## src/rtl/uart_gpio_bridge_pkg.sv

```systemverilog
// Shared constants, state encodings and byte-lane helpers for the UART-to-GPIO bridge.
package uart_gpio_pkg;

  localparam logic [7:0] CMD_WRITE = 8'h57;
  localparam logic [7:0] CMD_READ  = 8'h52;

  localparam logic [7:0] ADDR_OUT = 8'h00;
  localparam logic [7:0] ADDR_OE  = 8'h08;
  localparam logic [7:0] ADDR_IN  = 8'h10;

  localparam int GPIO_W = 46;

  typedef enum logic [2:0] {
    R_IDLE,
    R_START,
    R_DATA,
    R_STOP,
    R_WAIT_HIGH
  } rx_state_e;

  typedef enum logic [1:0] {
    C_IDLE,
    C_ADDR,
    C_DATA
  } cmd_state_e;

  typedef enum logic [2:0] {
    T_IDLE,
    T_LOAD,
    T_START,
    T_DATA,
    T_STOP
  } tx_state_e;

  typedef enum logic [1:0] {
    REG_OUT,
    REG_OE,
    REG_IN,
    REG_NONE
  } reg_sel_e;

  typedef struct packed {
    rx_state_e  rx;
    cmd_state_e cmd;
    tx_state_e  tx;
    logic       tx_pad_in;
  } dbg_t;

  // Each bank is six bytes starting on an 8-byte boundary; lanes 6 and 7 are holes.
  function automatic reg_sel_e decode_sel(input logic [7:0] addr);
    reg_sel_e sel;
    sel = REG_NONE;
    if (addr[2:0] <= 3'd5) begin
      case (addr[7:3])
        ADDR_OUT[7:3]: sel = REG_OUT;
        ADDR_OE[7:3]:  sel = REG_OE;
        ADDR_IN[7:3]:  sel = REG_IN;
        default:       sel = REG_NONE;
      endcase
    end
    return sel;
  endfunction

  function automatic logic [7:0] get_byte(input logic [GPIO_W-1:0] v, input logic [2:0] idx);
    logic [47:0] pad;
    logic [7:0]  b;
    pad = {2'b00, v};
    case (idx)
      3'd0:    b = pad[7:0];
      3'd1:    b = pad[15:8];
      3'd2:    b = pad[23:16];
      3'd3:    b = pad[31:24];
      3'd4:    b = pad[39:32];
      3'd5:    b = pad[47:40];
      default: b = 8'h00;
    endcase
    return b;
  endfunction

  function automatic logic [GPIO_W-1:0] set_byte(input logic [GPIO_W-1:0] v,
                                                 input logic [2:0]        idx,
                                                 input logic [7:0]        b);
    logic [47:0] pad;
    pad = {2'b00, v};
    case (idx)
      3'd0:    pad[7:0]   = b;
      3'd1:    pad[15:8]  = b;
      3'd2:    pad[23:16] = b;
      3'd3:    pad[31:24] = b;
      3'd4:    pad[39:32] = b;
      3'd5:    pad[47:40] = b;
      default: pad = pad;
    endcase
    return GPIO_W'(pad);
  endfunction

endpackage

```

## src/rtl/uart_gpio_bridge_rx.sv

```systemverilog
// 8N1 UART receiver, LSB first, mid-bit sampling; expects an already synchronized line.
module uart_rx
  import uart_gpio_pkg::*;
#(
  parameter int CLK_DIV = 16
) (
  input  logic       clk,
  input  logic       rst_n,
  input  logic       rx_i,
  output logic       rx_valid_o,
  output logic [7:0] rx_byte_o,
  output logic       rx_ferr_o,
  output rx_state_e  state_o
);

  localparam int CW = 12;
  localparam logic [CW-1:0] HALF_LAST = CW'(CLK_DIV / 2 - 1);
  localparam logic [CW-1:0] BIT_LAST  = CW'(CLK_DIV - 1);

  rx_state_e       state_q, state_d;
  logic [CW-1:0]   cnt_q, cnt_d;
  logic [2:0]      bit_q, bit_d;
  logic [7:0]      shift_q, shift_d;
  logic            valid_q, valid_d;
  logic            ferr_q, ferr_d;
  logic            rx_prev_q;

  always_ff @(posedge clk) begin
    if (!rst_n) begin
      state_q   <= R_IDLE;
      cnt_q     <= '0;
      bit_q     <= '0;
      shift_q   <= '0;
      valid_q   <= 1'b0;
      ferr_q    <= 1'b0;
      rx_prev_q <= 1'b1;
    end else begin
      state_q   <= state_d;
      cnt_q     <= cnt_d;
      bit_q     <= bit_d;
      shift_q   <= shift_d;
      valid_q   <= valid_d;
      ferr_q    <= ferr_d;
      rx_prev_q <= rx_i;
    end
  end

  always_comb begin
    state_d = state_q;
    cnt_d   = cnt_q + 12'd1;
    bit_d   = bit_q;
    shift_d = shift_q;
    valid_d = 1'b0;
    ferr_d  = 1'b0;
    case (state_q)
      R_IDLE: begin
        cnt_d = '0;
        if (rx_prev_q && !rx_i) state_d = R_START;
      end
      R_START: begin
        // A start bit that is high again at mid-bit was only a glitch.
        if (cnt_q == HALF_LAST) begin
          cnt_d = '0;
          bit_d = '0;
          state_d = rx_i ? R_IDLE : R_DATA;
        end
      end
      R_DATA: begin
        if (cnt_q == BIT_LAST) begin
          cnt_d   = '0;
          shift_d = {rx_i, shift_q[7:1]};
          if (bit_q == 3'd7) state_d = R_STOP;
          else               bit_d   = bit_q + 3'd1;
        end
      end
      R_STOP: begin
        if (cnt_q == BIT_LAST) begin
          cnt_d = '0;
          if (rx_i) begin
            valid_d = 1'b1;
            state_d = R_IDLE;
          end else begin
            ferr_d  = 1'b1;
            state_d = R_WAIT_HIGH;
          end
        end
      end
      R_WAIT_HIGH: begin
        cnt_d = '0;
        if (rx_i) state_d = R_IDLE;
      end
      default: begin
        cnt_d   = '0;
        state_d = R_IDLE;
      end
    endcase
  end

  assign rx_valid_o = valid_q;
  assign rx_byte_o  = shift_q;
  assign rx_ferr_o  = ferr_q;
  assign state_o    = state_q;

endmodule

```

## src/rtl/uart_gpio_bridge.sv

```systemverilog
// UART command port on pins 0/1 giving a host byte-wide access to the other 46 pins
// (output values, output enables, synchronized inputs).
module uart_gpio_bridge
  import uart_gpio_pkg::*;
#(
  parameter int CLK_DIV     = 16,
  parameter int SYNC_STAGES = 2
) (
  input  logic        clk,
  input  logic        rst_n,
  input  logic [47:0] io_in,
  output logic [47:0] io_out,
  output logic [47:0] io_oeb
);

  localparam int CW = 12;
  localparam logic [CW-1:0] BIT_LAST = CW'(CLK_DIV - 1);

  // Input synchronizer; RX resets high so reset release never looks like a start bit.
  logic [47:0] sync_q [SYNC_STAGES];
  logic [47:0] in_s;

  always_ff @(posedge clk) begin
    if (!rst_n) begin
      for (int i = 0; i < SYNC_STAGES; i++) sync_q[i] <= 48'h1;
    end else begin
      sync_q[0] <= io_in;
      for (int i = 1; i < SYNC_STAGES; i++) sync_q[i] <= sync_q[i-1];
    end
  end

  assign in_s = sync_q[SYNC_STAGES-1];

  logic       rx_valid;
  logic       rx_ferr;
  logic [7:0] rx_byte;
  rx_state_e  rx_state;

  uart_rx #(
    .CLK_DIV (CLK_DIV)
  ) u_rx (
    .clk        (clk),
    .rst_n      (rst_n),
    .rx_i       (in_s[0]),
    .rx_valid_o (rx_valid),
    .rx_byte_o  (rx_byte),
    .rx_ferr_o  (rx_ferr),
    .state_o    (rx_state)
  );

  cmd_state_e         cmd_q, cmd_d;
  logic               op_write_q, op_write_d;
  logic [7:0]         addr_q, addr_d;
  logic [GPIO_W-1:0]  gpio_out_q, gpio_out_d;
  logic [GPIO_W-1:0]  oe_q, oe_d;
  logic               tx_load;
  logic [7:0]         reply_byte;

  always_ff @(posedge clk) begin
    if (!rst_n) begin
      cmd_q      <= C_IDLE;
      op_write_q <= 1'b0;
      addr_q     <= '0;
      gpio_out_q <= '0;
      oe_q       <= '0;
    end else begin
      cmd_q      <= cmd_d;
      op_write_q <= op_write_d;
      addr_q     <= addr_d;
      gpio_out_q <= gpio_out_d;
      oe_q       <= oe_d;
    end
  end

  // Read data is looked up from the address byte itself, so it is ready on the same edge.
  always_comb begin
    reply_byte = 8'h00;
    case (decode_sel(rx_byte))
      REG_OUT: reply_byte = get_byte(gpio_out_q, rx_byte[2:0]);
      REG_OE:  reply_byte = get_byte(oe_q, rx_byte[2:0]);
      REG_IN:  reply_byte = get_byte(in_s[47:2], rx_byte[2:0]);
      default: reply_byte = 8'h00;
    endcase
  end

  always_comb begin
    cmd_d      = cmd_q;
    op_write_d = op_write_q;
    addr_d     = addr_q;
    gpio_out_d = gpio_out_q;
    oe_d       = oe_q;
    tx_load    = 1'b0;
    if (rx_ferr) begin
      cmd_d = C_IDLE;
    end else if (rx_valid) begin
      case (cmd_q)
        C_IDLE: begin
          if (rx_byte == CMD_WRITE) begin
            cmd_d      = C_ADDR;
            op_write_d = 1'b1;
          end else if (rx_byte == CMD_READ) begin
            cmd_d      = C_ADDR;
            op_write_d = 1'b0;
          end
        end
        C_ADDR: begin
          addr_d = rx_byte;
          if (op_write_q) begin
            cmd_d = C_DATA;
          end else begin
            tx_load = 1'b1;
            cmd_d   = C_IDLE;
          end
        end
        C_DATA: begin
          cmd_d = C_IDLE;
          case (decode_sel(addr_q))
            REG_OUT: gpio_out_d = set_byte(gpio_out_q, addr_q[2:0], rx_byte);
            REG_OE:  oe_d       = set_byte(oe_q, addr_q[2:0], rx_byte);
            default: ;
          endcase
        end
        default: cmd_d = C_IDLE;
      endcase
    end
  end

  // TX: T_LOAD holds the line idle for the capture cycle so the start bit follows one edge later.
  tx_state_e      tx_state_q, tx_state_d;
  logic [CW-1:0]  tx_cnt_q, tx_cnt_d;
  logic [2:0]     tx_bit_q, tx_bit_d;
  logic [7:0]     tx_shift_q, tx_shift_d;
  logic           tx_line_q, tx_line_d;

  always_ff @(posedge clk) begin
    if (!rst_n) begin
      tx_state_q <= T_IDLE;
      tx_cnt_q   <= '0;
      tx_bit_q   <= '0;
      tx_shift_q <= '0;
      tx_line_q  <= 1'b1;
    end else begin
      tx_state_q <= tx_state_d;
      tx_cnt_q   <= tx_cnt_d;
      tx_bit_q   <= tx_bit_d;
      tx_shift_q <= tx_shift_d;
      tx_line_q  <= tx_line_d;
    end
  end

  always_comb begin
    tx_state_d = tx_state_q;
    tx_cnt_d   = tx_cnt_q + 12'd1;
    tx_bit_d   = tx_bit_q;
    tx_shift_d = tx_shift_q;
    tx_line_d  = tx_line_q;
    case (tx_state_q)
      T_IDLE: begin
        tx_cnt_d  = '0;
        tx_line_d = 1'b1;
        if (tx_load) begin
          tx_shift_d = reply_byte;
          tx_state_d = T_LOAD;
        end
      end
      T_LOAD: begin
        tx_cnt_d   = '0;
        tx_line_d  = 1'b0;
        tx_state_d = T_START;
      end
      T_START: begin
        if (tx_cnt_q == BIT_LAST) begin
          tx_cnt_d   = '0;
          tx_bit_d   = '0;
          tx_line_d  = tx_shift_q[0];
          tx_shift_d = {1'b0, tx_shift_q[7:1]};
          tx_state_d = T_DATA;
        end
      end
      T_DATA: begin
        if (tx_cnt_q == BIT_LAST) begin
          tx_cnt_d = '0;
          if (tx_bit_q == 3'd7) begin
            tx_line_d  = 1'b1;
            tx_state_d = T_STOP;
          end else begin
            tx_bit_d   = tx_bit_q + 3'd1;
            tx_line_d  = tx_shift_q[0];
            tx_shift_d = {1'b0, tx_shift_q[7:1]};
          end
        end
      end
      T_STOP: begin
        if (tx_cnt_q == BIT_LAST) begin
          tx_cnt_d   = '0;
          tx_state_d = T_IDLE;
        end
      end
      default: begin
        tx_cnt_d   = '0;
        tx_line_d  = 1'b1;
        tx_state_d = T_IDLE;
      end
    endcase
  end

  // Snapshot of all FSM states plus the TX pad readback, kept for debug probing only.
  dbg_t dbg_unused;
  assign dbg_unused = '{rx: rx_state, cmd: cmd_q, tx: tx_state_q, tx_pad_in: in_s[1]};

  assign io_out = {gpio_out_q, tx_line_q, 1'b0};
  assign io_oeb = {~oe_q, 1'b0, 1'b1};

endmodule

```

## config.mk

```make
export PLATFORM = sky130hd
export DESIGN_NAME = uart_gpio_bridge
export DESIGN_NICKNAME = d
export VERILOG_FILES = /design/src/rtl/uart_gpio_bridge_pkg.sv /design/src/rtl/uart_gpio_bridge_rx.sv /design/src/rtl/uart_gpio_bridge.sv
export SDC_FILE = /design/constraint.sdc
export NUM_CORES = 1
export LEC_CHECK = 0
export CAP_MARGIN = 5
export CELL_PAD_IN_SITES_DETAIL_PLACEMENT = 1
export CELL_PAD_IN_SITES_GLOBAL_PLACEMENT = 1
export CORE_MARGIN = 10
export CORE_UTILIZATION = 42
export DETAILED_ROUTE_END_ITERATION = 8
export MAX_ROUTING_LAYER = met4
export PLACE_DENSITY_LB_ADDON = 0.15
export SETUP_SLACK_MARGIN = 0.15
export SLEW_MARGIN = 10
export SYNTH_ARGS = -nofsm -noshare
export SYNTH_HDL_FRONTEND = slang
export SYNTH_HIERARCHICAL = 1
export SYNTH_SLANG_ARGS = --single-unit
export TNS_END_PERCENT = 100
```

## constraint.sdc

```tcl
create_clock -name clk -period 2.3 [get_ports clk]
set_input_delay 0.46 -clock clk [delete_from_list [all_inputs] [get_ports clk]]
set_output_delay 0.46 -clock clk [all_outputs]
set_load 0.1 [all_outputs]
```

; After elaboration in Yosys (flattened, before gate mapping)
; Memory sizes are Yosys's and may differ from the RTL's.
; Index checks and enable logic that the tools add are counted.
[totals]
ramBits = 96
n_memories = 1
wordCells = 192
inputBits = 50
register_bits = 159
out_inout_bits = 96
[classes]
magnitude_cmp = 2
bitwise_logic = 7
n_addsub = 4
n_eq_ne = 48
reduce_logical = 42
mux = 61
[mem_list]
columns = name, depth, width, read_ports, rd_ports_with_merged_regs, wr, line_no
row1 = sync_q, 2, 48, 2, 0, 2, uart_gpio_bridge.sv:20  ; logic [47:0] sync_q [SYNC_STAGES];
[op_table]
columns = cell, n
row1 = case mux 8 bit (6 select lines), 3
row2 = 2-to-1 mux 48 bit, 2
row3 = AND reduction 5 bit, 14
row4 = 2-to-1 mux 3 bit, 17
row5 = case mux 8 bit (3 select lines), 2
row6 = inverter 46 bit, 1
row7 = 2-to-1 mux 8 bit, 4
row8 = case mux 3 bit (5 select lines), 2
row9 = adder 12 x 1 -> 12 bit (second input constant), 2
row10 = equality test 12 x 4 -> 1 bit (second input constant), 2
row11 = equality test 3 x 2 -> 1 bit (second input constant), 8
row12 = equality test 3 bit (second input constant), 8
row13 = 2-to-1 mux 12 bit, 2
row14 = case mux 12 bit (2 select lines), 1
row15 = 2-to-1 mux 2 bit, 9
row16 = equality test 8 x 7 -> 1 bit (second input constant), 2
row17 = != test 2 bit (second input constant), 8
row18 = 2-to-1 mux 1 bit, 13
row19 = equality test 12 x 3 -> 1 bit (second input constant), 1
row20 = equality test 3 x 1 -> 1 bit (second input constant), 4
row21 = zero test 3 bit, 4
row22 = case mux 2 bit (3 select lines), 2
row23 = case mux 3 bit (2 select lines), 2
row24 = AND reduction 4 bit, 3
row25 = 23 further kinds, 48

; Longest topological paths before layout
; Gate-level depths: netlist of the first run.
[depth]
ltp_word = 8
ltp_mapped = 9
depth_no_buf = 7

; By module
; The synthesis of the first run kept the hierarchy.
[modules_own_cells]
columns = mod, instances, cells_per_inst, area_each_um2
row1 = uart_gpio_bridge, 1, 994, 9256.4
row2 = uart_rx, 1, 148, 1362.6

; Least setup slack after synthesis of the first run
; Ideal clock, no wire load.
[synth_timing]
path_type = register to register
start = reg gpio_out_q[42]
end = reg tx_shift_q[2]
n_path_buf = 0
t_arrival_ns = 1.849
path_stages_with_launch = 7
setup_time_ns = 0.131
period_less_slack_ns = 1.980
slack_ns = 0.320
path_cell_list = dfxtp_1 -> mux4_2 -> nand2_1 -> o21ai_0 -> a22o_1 -> a221oi_1 -> a21oi_1
[synth_between]
elab_chain_len = 4
[synth_rtl]
columns = item, line_no
row1 = from (decl), uart_gpio_bridge.sv:54  ; logic [GPIO_W-1:0] gpio_out_q, gpio_out_d;
row2 = from (signal assigned), uart_gpio_bridge.sv:70  ; gpio_out_q <= gpio_out_d;
row3 = case mux 8 bit (6 select lines), uart_gpio_bridge_pkg.sv:68  ; case (idx)
row4 = case mux 8 bit (3 select lines), uart_gpio_bridge.sv:78  ; case (decode_sel(rx_byte))
row5 = 2-to-1 mux 8 bit, uart_gpio_bridge.sv:161  ; if (tx_load) begin
row6 = case mux 8 bit (3 select lines), uart_gpio_bridge.sv:157  ; case (tx_state_q)
row7 = to (signal assigned), uart_gpio_bridge.sv:146  ; tx_shift_q <= tx_shift_d;
row8 = to (decl), uart_gpio_bridge.sv:132  ; logic [7:0] tx_shift_q, tx_shift_d;
; No other way between the ends. The select of a mux whose other input is x is not followed.
; A chain may end at the register's enable or synchronous reset.

; Worst setup path in the final report of the first run
[layout_timing]
start = reg u_rx.shift_q[2] (netlist: u_rx/rx_byte_o[2])
end = reg tx_shift_q[4]
[layout_between]
elab_chain_len = 6
word_cells_on_any_way = 17
[layout_rtl]
columns = item, line_no
row1 = from (decl), uart_gpio_bridge_rx.sv:23  ; logic [7:0] shift_q, shift_d;
row2 = from (signal assigned), uart_gpio_bridge_rx.sv:41  ; shift_q <= shift_d;
row3 = <= comparator 3 bit, uart_gpio_bridge_pkg.sv:53  ; if (addr[2:0] <= 3'd5) begin
row4 = 2-to-1 mux 2 bit, uart_gpio_bridge_pkg.sv:53
row5 = "equality test 2 bit, or another cell as far along", uart_gpio_bridge.sv:78
row6 = case mux 8 bit (3 select lines) (*), uart_gpio_bridge.sv:78
row7 = 2-to-1 mux 8 bit (*), uart_gpio_bridge.sv:161
row8 = case mux 8 bit (3 select lines) (*), uart_gpio_bridge.sv:157
; Every way passes the cells marked *; elsewhere a longest branch is shown, timed or not. The select of a mux whose other input is x is not followed.

==> impl_metrics.tcl, run 1 <==
set metrics [dict create \
    start_util_pct 42.4 \
    avgRoutedWirePerCell_um 18.8 \
    setup.worst_path.start_class "flip-flop" \
    fp.dieW_um 179 \
    rsz0062_at_grt "yes" \
    power.density_mw_per_mm2 715 \
    cts_tree "done" \
    timing.rr.end "tx_shift_q[4]" \
    drive_gt1_share_pct 19.0 \
    clockPowerShare_pct 49.0 \
    clock_latency_ns 0.55 \
    vias 8537 \
    drt-initial-drc-count 465 \
    syn_inst 1142 \
    cts_buffer_depth 3 \
    nets 1354 \
    ant_nets 0 \
    synth_mux_area_share_pct 9.79 \
    drt-total-wl_um 30900 \
    r2r_setup_slack_ns 0.21 \
    cp_max_fo 9 \
    avgViaCountPerCell 5.18 \
    synth_edf_count 0 \
    ir_drop_mv 0.421 \
    synth_fa_ha_area_share_pct 0.707 \
    clkSinkCount 253 \
    r2r-start "u_rx/rx_byte_o[2]" \
    seq_power_share_pct 46.8 \
    hp-class "in -> reg" \
    slowest_stage "a2111oi_4" \
    startpoint "u_rx/rx_byte_o[2]" \
    row_count 58 \
    gr-usage-all-layers_pct 19.5 \
    nFillCells 2878 \
    die_h_um 179 \
    cp-end-kind "flip-flop" \
    core_area_mm2 0.0250 \
    power.leakage_nw 5.19 \
    ys_warn_count 6 \
    relSlewSlack_pct 58.6 \
    place.gp.congestion 0.890 \
    grt_pass1_vias 8910 \
    required_ns 2.77 \
    synth_seq_cells 253 \
    synth-simple-area-share_pct 23.6 \
    layout_commonest_cell "dfxtp_1" \
    ys_seq_area_share_pct 47.7 \
    reg2regPathDepth 6 \
    areaGrowthSynthToFinish_pct 26.8 \
    p_total_mw 9.63 \
    switchingPower_mw 2.07 \
    numCtsBuffers 28 \
    finalHoldViolations 0 \
    fin_skew_ns 0.0173 \
    cp.arrival_ns 2.56 \
    synth.distinct_cells 75 \
    intPower_mw 7.56 \
    diodes 0 \
    avgSynthCellArea_um2 9.30 \
    die-area_mm2 0.0320 \
    async_flop_share_pct 0 \
    fin_util_pct 53.8 \
    crit_type "reg -> reg" \
    final_cell_mix "dfxtp_1 (250), buf_4 (145), nand2_1 (109), and2_1 (109), mux2i_1 (78)" \
    clkSlewWorstSetupHoldPaths_ns 0.06 \
    combPwrFrac_pct 4.3 \
    dp_hpwl_um 22100 \
    dr.pass1.iters 5 \
    maxCapViolCount 0 \
    htree_levels 1 \
    synth_flop_cell "dfxtp_1" \
    syn-cell-area_mm2 0.0106 \
    period_share_pct 91.0 \
    finalSetupViolations 0 \
    ioPinCount 146 \
    grt_max_degree 89 \
    root_buffer "clkbuf_16" \
    cp-endpoint "tx_shift_q[4]" \
    fmax_ghz 0.478 \
    synth_top_family_by_area "simple AND/OR/NAND/NOR gates" \
    maxSlewViolCount 0 \
    max_stage_delay_ns 0.46 \
    tightest_slew_ns 0.621 \
    portBuffers 141 \
    synth_xor_area_share_pct 1.65 \
    antenna_found_initial 0 \
    route.detailed.drc 0 \
    p_sw_share_pct 21.5 \
    grt_pass1_wl_um 49100 \
    status "complete, no violations" \
    path_cells "buf_12, a2111oi_4, nand2_1, o41ai_2, o221ai_1, a21boi_0" \
    tns_ns 0 \
    min_period_ns 2.09 \
    synth_compound_area_share_pct 11.3 \
    grt-ovfl-total 0 \
]
-- final cells by class --
type | count | area (um2) | area share [%]
inverter | 57 | 214 | 1.59
multi-input combinational | 758 | 5050 | 37.5
tap | 330 | 413 | 3.07
clock buffer | 34 | 783 | 5.82
sequential | 253 | 5070 | 37.7
timing repair buffer | 200 | 1720 | 12.8
clock inverter | 17 | 210 | 1.56
-- repair_timing --
item / in CTS / in global routing
hold buffers: 0 / 0
buffers inserted: 0 / 1
setup endpoints to repair: 2 / 18
gates resized for setup: 1 / 7
-- state kept, by name, summed over array words and instances, names as in the netlist --
| signal | count |
|---|---|
| addr_q | 8 |
| cmd_q | 2 |
| gpio_out_q | 46 |
| oe_q | 46 |
| op_write_q | 1 |
| sync_q | 94 |
| tx_bit_q | 3 |
| tx_cnt_q | 12 |
| tx_line_q | 1 |
| tx_shift_q | 8 |
| tx_state_q | 3 |
| u_rx/bit_q | 3 |
| u_rx/cnt_q | 12 |
| u_rx/rx_byte_o | 8 |
| u_rx/rx_ferr_o | 1 |
| u_rx/rx_prev_q | 1 |
| u_rx/rx_valid_o | 1 |
| u_rx/state_o | 3 |
-- synth_stat cells (3+ instances only) --
master	instances	area (um2)
a21boi_0	35	263
a21boi_1	9	67.6
a21oi_1	18	90.1
a221oi_1	5	43.8
a22oi_1	21	158
a31oi_1	7	43.8
and2_1	109	682
and3_1	5	31.3
buf_1	3	11.3
buf_2	14	70.1
buf_4	4	30.0
clkbuf_1	52	195
dfxtp_1	253	5060
ha_1	6	75.1
inv_1	57	214
mux2_2	11	124
mux2i_1	78	781
mux4_2	6	135
nand2_1	109	409
nand2_2	3	18.8
nand2b_1	10	62.6
nand3_1	55	275
nand3b_1	4	30.0
nand4_1	7	43.8
nor2_1	61	229
nor2b_1	63	394
nor3_1	6	30.0
nor3b_1	4	30.0
o21ai_0	40	200
o221ai_1	6	52.6
o22ai_1	6	37.5
o2bb2ai_1	3	26.3
xnor2_1	9	78.8
xor2_1	11	96.3
-- routing by layer --
| layer | wire length [um] | global-route usage (%) | part of all wire, % | vias up |
|---|---|---|---|---|
| met5 | 0 | - | 0 | - |
| met4 | 657 | 4.93 | 2.1 | 0 |
| met3 | 1480 | 2.93 | 4.8 | 51 |
| met2 | 14600 | 31.9 | 47 | 177 |
| met1 | 14200 | 24.8 | 46 | 4136 |
| li1 | - | - | - | 4173 |
-- per-stage QoR --
| step | cells | instance area, um2 | worst slack [ns] | hold WS, ns |
|---|---|---|---|---|
| 6_report | 1649 | 13500 | 0.207 | 0.360 |
| 5_1_grt | 1649 | 13500 | 0.122 | 0.378 |
| 4_1_cts | 1648 | 13400 | 0.169 | 0.357 |
| 3_5_place_dp | 1597 | 12400 | 0.112 | 0.399 |
| 3_3_place_gp | 1597 | 12400 | 0.205 | 0.403 |
| 2_1_floorplan | 1143 | 10600 | 0.320 | 0.386 |
-- critical path: cells and delay by family, from the launching register on --
family                 cells  cell delay [ns]
buffers and inverters      1             0.17
and+or+nand+nor            1             0.26
DFF                        1             0.38
AOI/OAI and AO/OA          4             1.20
-- worst min path at each step --
| stage | from | cells past startpoint | end | slack [ns] |
|---|---|---|---|---|
| final | rst_n | 2 | sync_q[0][41] | 0.36 |
| after global routing | rst_n | 2 | sync_q[0][89] | 0.38 |
| after CTS | rst_n | 2 | sync_q[0][89] | 0.36 |
| after detailed placement | sync_q[0][0] | 1 | sync_q[0][48] | 0.40 |
| after global placement | sync_q[0][0] | 1 | sync_q[0][48] | 0.40 |
| after floorplan | sync_q[0][0] | 1 | sync_q[0][48] | 0.39 |
-- logic make-up (layout without fill, tap and decap cells) --
logic type / Yosys count / after routing
AO/OA/AOI/OAI: 172 / 172
XOR/XNOR: 20 / 20
adder cells (fa/ha/maj): 6 / 6
buffers and inverters: 132 / 308
flip-flops: 253 / 253
multiplexers: 95 / 95
other: 2 / 3
AND/OR/NAND/NOR: 462 / 462
-- power by group through the flow --
stage / clock (mW) / sequential (mW) / combinational [mW]
2_1_floorplan: 0 / 4.59 / 0.289
3_3_place_gp: 0 / 4.60 / 0.411
3_5_place_dp: 0 / 4.60 / 0.416
4_1_cts: 4.82 / 4.51 / 0.420
5_1_grt: 5.04 / 4.51 / 0.455
6_report: 4.72 / 4.50 / 0.412
Note: power is estimated with default switching activity, not from simulation.
==> run 2, diff against run 1 <==
--- a/config.mk
+++ b/config.mk
@@ -19,4 +19,3 @@
 export SYNTH_HDL_FRONTEND = slang
 export SYNTH_HIERARCHICAL = 1
 export SYNTH_SLANG_ARGS = --single-unit
-export TNS_END_PERCENT = 100
==> results of run 2 <==
The final DEF is identical to that of run 1; final timing and power are the same.
==> run 3, diff against run 2 <==
==> constraint.sdc (replaced) <==
create_clock -name clk -period 2.3 [get_ports clk]
set_input_delay 0.46 -clock clk [delete_from_list [all_inputs] [get_ports clk]]
set_output_delay 0.46 -clock clk [all_outputs]
set_load 0.02 [all_outputs]
==> run 3 against run 2 <==
  * Sequential share of layout area shrank 0.80 points
  * Via count is essentially flat
  * Core utilization grew 1.2 points
  * Sequential power is essentially flat
  * Highest routed layer unchanged
==> impl_metrics.tcl, run 3 (synthesis gave the netlist of run 1 again) <==
set metrics [dict create \
    dp_slack_ns 0.0376 \
    ir_drop_mv 0.468 \
    maxSlewViolCount 0 \
    grt_pass1_wl_um 48500 \
    antenna_found_initial 0 \
    die_h_um 179 \
    vias 8533 \
    clkSlewWorstSetupHoldPaths_ns 0.06 \
    period_share_pct 92.1 \
    drive_gt1_share_pct 12.5 \
    power.density_mw_per_mm2 710 \
    areaGrowthSynthToFinish_pct 29.6 \
    avgViaCountPerCell 5.14 \
    tns_ns 0 \
    grt_max_degree 90 \
    grt_pass1_vias 8787 \
    r2r_setup_slack_ns 0.28 \
    tightest_slew_ns 0.623 \
    required_ns 1.84 \
    root_buffer "clkbuf_16" \
    crit_type "reg -> out" \
    hp-class "in -> reg" \
    status "complete, no violations" \
    largest_register_ffs 94 \
    avgRoutedWirePerCell_um 18.6 \
    dp_hpwl_um 22200 \
    reg.largest.list "sync_q x94, gpio_out_q x46, oe_q x46" \
    min_period_ns 2.12 \
    cp.arrival_ns 1.66 \
    fin_skew_ns 0.0188 \
    start_util_pct 42.4 \
    fin_util_pct 55.0 \
    ant_nets 0 \
    power.leakage_nw 5.17 \
    finalHoldViolations 0 \
    portBuffers 141 \
    dr.pass1.iters 4 \
    core_area_mm2 0.0250 \
    final_cell_mix "dfxtp_1 (250), clkdlybuf4s50_1 (140), nand2_1 (109), and2_1 (109), mux2i_1 (78)" \
    cts_buffer_depth 3 \
    setup_ws_ns 0.182 \
    hold_buffers 0 \
    nets 1366 \
    regMostFlops "sync_q" \
    setup.worst_path.start_class "flip-flop" \
    drt-total-wl_um 30800 \
    path_cells "inv_1, clkdlybuf4s50_1" \
    htree_levels 1 \
    clock_latency_ns 0.55 \
    max_stage_delay_ns 0.65 \
    relSlewSlack_pct 58.5 \
    place.gp.congestion 0.891 \
    nFillCells 2829 \
    maxCapViolCount 0 \
    rsz0062_at_grt "no" \
    fp.dieW_um 179 \
    fmax_ghz 0.472 \
    clkSinkCount 253 \
    ioPinCount 146 \
    drt-initial-drc-count 496 \
    layout_commonest_cell "dfxtp_1" \
    cp-end-kind "output pin" \
    grt-ovfl-total 0 \
    route.detailed.drc 0 \
    finalSetupViolations 0 \
    gr-usage-all-layers_pct 19.3 \
    cp_max_fo 2 \
    diodes 0 \
    slowest_stage "clkdlybuf4s50_1" \
    cts_tree "done" \
    numCtsBuffers 27 \
    row_count 58 \
    die-area_mm2 0.0320 \
]
## run 3: changes by cell type in the layout (fill, tap and decap cells not counted), sizes merged
cell	delta
buf	-80
bufinv	+2
clkbuf	+3
clkdlybuf4s50	+93
clkinv	-5
clkinvlp	-4
inv	+2
## run 3: area by class of cell
class / count / area, um2 / area share, %
Tap cell: 330 / 413 / 3.00
Timing Repair Buffer: 213 / 2000 / 14.6
Inverter: 57 / 214 / 1.55
Clock buffer: 37 / 793 / 5.76
Clock inverter: 12 / 218 / 1.58
Sequential cell: 253 / 5080 / 36.9
Multi-Input combinational cell: 758 / 5050 / 36.7
## run 3: repair_timing
action	4_1_cts	5_1_grt
gates resized for setup	1	10
pin swaps	0	1
setup buffers	0	12
setup endpoints to repair	5	12
## run 3: routing by layer
metal	up-vias	wire length [um]	global-route usage [%]	part of all wire, %
li1	4185	-	-	-
met2	201	14400	31.5	47
met5	-	0	-	0
met4	0	648	4.96	2.1
met3	49	1550	2.86	5.0
met1	4098	14300	24.7	46
## run 3: path summary, 6_finish.rpt
check / start / depth (start not counted) / endpoint
setup / recovery: oe_q[28] / 2 / io_oeb[30]
hold / removal: rst_n / 2 / tx_line_q
setup reg to reg: u_rx/rx_byte_o[1] / 7 / tx_shift_q[1]
hold reg to reg: sync_q[0][0] / 1 / sync_q[0][48]
## run 3: where the power goes
part / switching [mW] / internal, mW
Combinational: 0.181 / 0.217
Sequential: 0.0350 / 4.47
Clock: 1.79 / 3.08
Total: 2.00 / 7.76
## run 3: worst max-delay path: cells and delay by family, from the launching register on
family                 cells  cell delay, ns
buffers and inverters      2            0.80
DFF                        1            0.31
## run 3: through the flow
stage               instances  cell area (um2)  hold WS (ns)  total power [mW]
global route             1660            13800         0.252              10.1
finish                   1660            13800         0.255              9.77
CTS                      1648            13600         0.237              9.86
global placement         1599            12600         0.406              5.00
detailed placement       1599            12600         0.404              5.00
floorplan                1143            10600         0.386              4.86
==> edit 1 (flow settings as in run 1) <==
Add an input register stage for `io_in`, with the module's reset; this delays it by one clock.
--- a/src/rtl/uart_gpio_bridge.sv
+++ b/src/rtl/uart_gpio_bridge.sv
@@ -16,6 +16,16 @@
   localparam int CW = 12;
   localparam logic [CW-1:0] BIT_LAST = CW'(CLK_DIV - 1);
 
+  logic [47:0] io_q;
+
+  always_ff @(posedge clk) begin
+    if (!rst_n) begin
+      io_q <= '0;
+    end else begin
+      io_q <= io_in;
+    end
+  end
+
   // Input synchronizer; RX resets high so reset release never looks like a start bit.
   logic [47:0] sync_q [SYNC_STAGES];
   logic [47:0] in_s;
@@ -24,7 +34,7 @@
     if (!rst_n) begin
       for (int i = 0; i < SYNC_STAGES; i++) sync_q[i] <= 48'h1;
     end else begin
-      sync_q[0] <= io_in;
+      sync_q[0] <= io_q;
       for (int i = 1; i < SYNC_STAGES; i++) sync_q[i] <= sync_q[i-1];
     end
   end
Behaviour: no difference found for any inputs over 4 cycles, from zero or initial values and one cycle with rst_n low; that may be too few to reach the edited logic, so the function may still have changed.
==> edit 1 against run 1 <==
Design area increased by 6.1%. Utilization fell by 1.2 points. First-iteration DRC count is 5.4% higher. Synthesized cell count up 6.7%. Routed wire length increased by 8.1%. Synthesized area rose by 10%. Setup slack better by 46 ps. Clock skew shrank 5.7 ps. Power increased by 12%. Non-clock buffer count down 16. Critical path depth down 1. Sequential cell count is 47 higher. Critical path type unchanged. Largest cell class unchanged.
==> edit 1: results (changes against run 1) <==
Peak VDD IR 0.0005374 V (+28%); layout cells sized above 1 18.15% (-0.88 points); Post-synth ARST share 0% (unchanged); Skew-Pair Late Insertion Delay 570 ps (+20 ps); root buf cell clkbuf_16; Clock Path Buffers 3 (unchanged); Leak 5.426 nW (+4.6%); GPL Wtd Cong 0.8440 (-5.1%); antenna violations before repair 0 (unchanged); wl on met1 15,370 um (+8.5%); WL/cell 19.18 um (+2.2%); highest routed layer met4; Detailed Route Iter0 Violations 490 (+5.4%); post-synth cell types 80 (+6.7%); GR Util met2 30.90% (-1.0 points); Cell Area, Placed 13,270 um^2 (+6.9%); H-tree Lvls 1 (unchanged); pre-CTS setup slack 274.6 ps (+163.1 ps); Synth Flop Type dfxtp_1; fin area 14,290 um^2 (+6.1%); vias in the first global route 9,369 (+5.2%); Fillers 3,123 (+8.5%); via count 9,055 (+6.1%); final wirelength 33,440 um (+8.1%); clk slew on worst S/H paths 60 ps (about the same); Syn Inst Count 1,218 (+6.7%); DP Cell Count 1,689 (+5.8%); synth cell count leaders dfxtp_1 (300), and2_1 (142), nand3_1 (93); Seq/Total Area, Yosys 51.41% (+3.7 points); M1 GR Usage 23.73% (-1.0 points); Largest regs sync_q (94), io_q (47); status finished clean; Tightest Pin Transition 718.1 ps (+97.12 ps); top fanout value on the critical path 14 (+5); Num CTS Buffers 31 (+11%); Port Buffers 141 (unchanged); largest cells by area after synthesis dfxtp_1 (51%), and2_1 (7.6%), mux2i_1 (5.7%), nand3_1 (4.0%), nor2_1 (2.4%); slowest stage delay, CP 460 ps (about the same); clock skew 11.66 ps (-5.681 ps); met2 WL 15,930 um (+9.0%); largest net degree at the start of global routing 100 (+12%); Post-DP HPWL 24,130 um (+9.4%); DR pass1 iterations 5 (unchanged); critical path's slowest cell dfxtp_2; P_int 8.379 mW (+11%); hold crit path type input pin to flop; Worst EP arrival 2500 ps (-60 ps); met3 WL post-DR 1338 um (-9.5%); Warnings, synthesis 6 (unchanged); first-pass GRT wire length 52,710 um (+7.3%); GR Layer Usage met3 3.184% (+0.26 points); Final nets 1,406 (+3.8%); gr usage total 18.88% (-0.63 points)
[edit 1: cell count changes in the layout (fill, tap and decap cells not counted), sizes merged, moves of 10 or more]
cell,change
a211oi,+10
a21boi,-34
a21oi,+20
a22oi,-14
and2,+33
buf,-16
clkbuf,+11
dfxtp,+47
mux2i,-11
nand2,-48
nand3,+41
nor2,+15
nor2b,-55
o21ai,+50
[edit 1: cells by family after synthesis]
| kind of cell | after synthesis | synth area share [%] |
|---|---|---|
| compound gates | 192 | 10.39 |
| xor+xnor | 20 | 1.499 |
| fa+ha+maj | 6 | 0.6426 |
| buf+inv | 145 | 5.676 |
| flops | 300 | 51.41 |
| mux | 85 | 7.861 |
| other cells | 2 | 0.06428 |
| simple gates | 468 | 22.46 |
[edit 1: repair_timing]
action,in CTS,in global routing
buffers inserted,0,0
setup endpoints to repair,0,35
resized for setup,0,5
hold buffers,0,0
[edit 1: final cells by class]
class	count	share of cell area (%)
clock buffer	45	6.356
tap	372	3.257
clock inverter	10	0.6478
multi-input combinational	774	35.28
inverter	59	1.549
sequential	300	42.05
timing repair buffer	184	10.86
[edit 1: power groups by stage]
stage | sequential (mW) | combinational (mW) | clock, mW
final | 5.36 | 0.467 | 4.93
after CTS | 5.36 | 0.474 | 5.05
after floorplan | 5.45 | 0.332 | 0
after global placement | 5.47 | 0.463 | 0
after detailed placement | 5.47 | 0.472 | 0
after global routing | 5.37 | 0.514 | 5.27
[edit 1: worst paths after layout]
kind | from | end | slack (ps) | cells past startpoint
min reg2reg | sync_q[0][0] | sync_q[0][48] | 420 | 1
max reg2reg | u_rx/rx_byte_o[2] | tx_shift_q[4] | 250 | 5
max | u_rx/rx_byte_o[2] | tx_shift_q[4] | 250 | 5
min | rst_n | tx_line_q | 270 | 2
==> edit 2 (settings of run 1) <==
Made on the original files. `SYNC_STAGES`: 2 -> 1.
--- a/src/rtl/uart_gpio_bridge.sv
+++ b/src/rtl/uart_gpio_bridge.sv
@@ -4,7 +4,7 @@
   import uart_gpio_pkg::*;
 #(
   parameter int CLK_DIV     = 16,
-  parameter int SYNC_STAGES = 2
+  parameter int SYNC_STAGES = 1
 ) (
   input  logic        clk,
   input  logic        rst_n,
Behaviour: no difference found for any inputs over 10 cycles, from zero or initial values and one cycle with rst_n low; that may be too few to reach the edited logic, so the function may still have changed.
==> edit 2 against run 1 <==
Critical path type unchanged. Critical endpoint is now oe_q[16]. Setup slack better by 64 ps. Combinational power rose by 3%. Routed wire length shrank 6.1%. Power shrank 17%. Sequential cell count decreased by 47. Worst hold slack gained 7.2 ps. Synthesized area fell by 11%. Design area is 12% lower.
==> edit 2: results (changes against run 1) <==
Detailed Route Iter0 Violations 422 (-9.2%); Clock Path Buffers 3 (unchanged); GPL Wtd Cong 0.8531 (-4.1%); hold path endpoint tx_line_q; clock skew 10.44 ps (-6.905 ps); Leak 4.669 nW (-10%); final wirelength 29,050 um (-6.1%); gr usage total 20.02% (+0.51 points); P_int 6.331 mW (-16%); Final nets 1,201 (-11%); Syn Area/Cell 9.396 um^2 (+1.0%); via count 7,680 (-10%); met2 WL 13,990 um (-4.3%); highest routed layer met4; r2r startpoint cmd_q[0]; first-pass GRT wire length 45,190 um (-8.0%); largest net degree at the start of global routing 84 (-5.6%); Skew-Pair Late Insertion Delay 520 ps (-30 ps); pre-CTS setup slack 179.3 ps (+67.78 ps); FF-to-FF End oe_q[16]; worst hold slack 367.2 ps (+7.249 ps); Cell Area, Placed 11,040 um^2 (-11%); P_sw 1.710 mW (-18%); status finished clean; antenna violations before repair 0 (unchanged); Vias/cell 5.330 (+2.9%); Clk. pwr 3.96 mW (-16%); synth cell count leaders dfxtp_1 (206), mux2i_1 (107), nor2b_1 (78); GR Util met2 33.12% (+1.2 points); Peak VDD IR 0.0005978 V (+42%); Setup CP Type flop to flop; Seq/Total Area, Yosys 43.59% (-4.1 points); GR Layer Usage met3 3.633% (+0.71 points); Fillers 2,511 (-13%); wl on met1 12,840 um (-9.4%); Synth Flop Type dfxtp_1; critical path's slowest cell or4_1; Logic pwr share 5.3% (+1.0 points); slowest stage delay, CP 480 ps (+20 ps); layout cells sized above 1 20.07% (+1.0 points); Num CTS Buffers 24 (-14%); fin area 11,910 um^2 (-12%); PostCTS Resize Cnt 2 (+1); Post-DP HPWL 20,940 um (-5.1%); CP top delay family simple AND/OR/NAND/NOR gates; M1 GR Usage 24.73% (-0.042 points); vias in the first global route 8,023 (-10%); met3 WL post-DR 1600 um (+8.3%); Reg2Reg Setup Slack 270 ps (+60 ps); post-synth cell types 80 (+6.7%); DP Cell Count 1,399 (-12%); top fanout value on the critical path 8 (-1); Max-slew headroom 57.73% (-0.87 points); Largest regs sync_q (47), gpio_out_q (46), oe_q (46); Port Buffers 141 (unchanged); largest cells by area after synthesis dfxtp_1 (44%), mux2i_1 (11%), nor2b_1 (5.2%), and2_1 (3.6%), nand2_1 (2.7%); DR pass1 iterations 4 (-1)
-- edit 2: cell type report --
type	count	share of cell area, %
clock buffer	38	6.419
clock inverter	4	0.5883
inverter	58	1.828
multi-input combinational	667	40.47
sequential	206	34.68
tap	280	2.941
timing repair buffer	188	13.08
-- edit 2: kinds of logic after synthesis --
family                     count (synthesis)  share of synthesized area (%)
AOI/OAI and AO/OA                        144                          11.04
xor gates and xnor gates                  21                          1.944
adders and majority gates                  6                         0.7934
buffers and inverters                    135                          5.938
DFF                                      206                          43.59
muxes                                    132                          15.01
other                                      2                        0.07937
and+or+nand+nor                          361                          21.61
-- edit 2: worst max path at each step --
stage | end | slack [ps] | cells past startpoint
final | oe_q[16] | 270 | 6
after global routing | oe_q[37] | 150 | 7
after CTS | tx_shift_q[2] | 230 | 7
after detailed placement | gpio_out_q[24] | 180 | 5
after global placement | oe_q[39] | 230 | 7
after floorplan | tx_shift_q[2] | 300 | 6
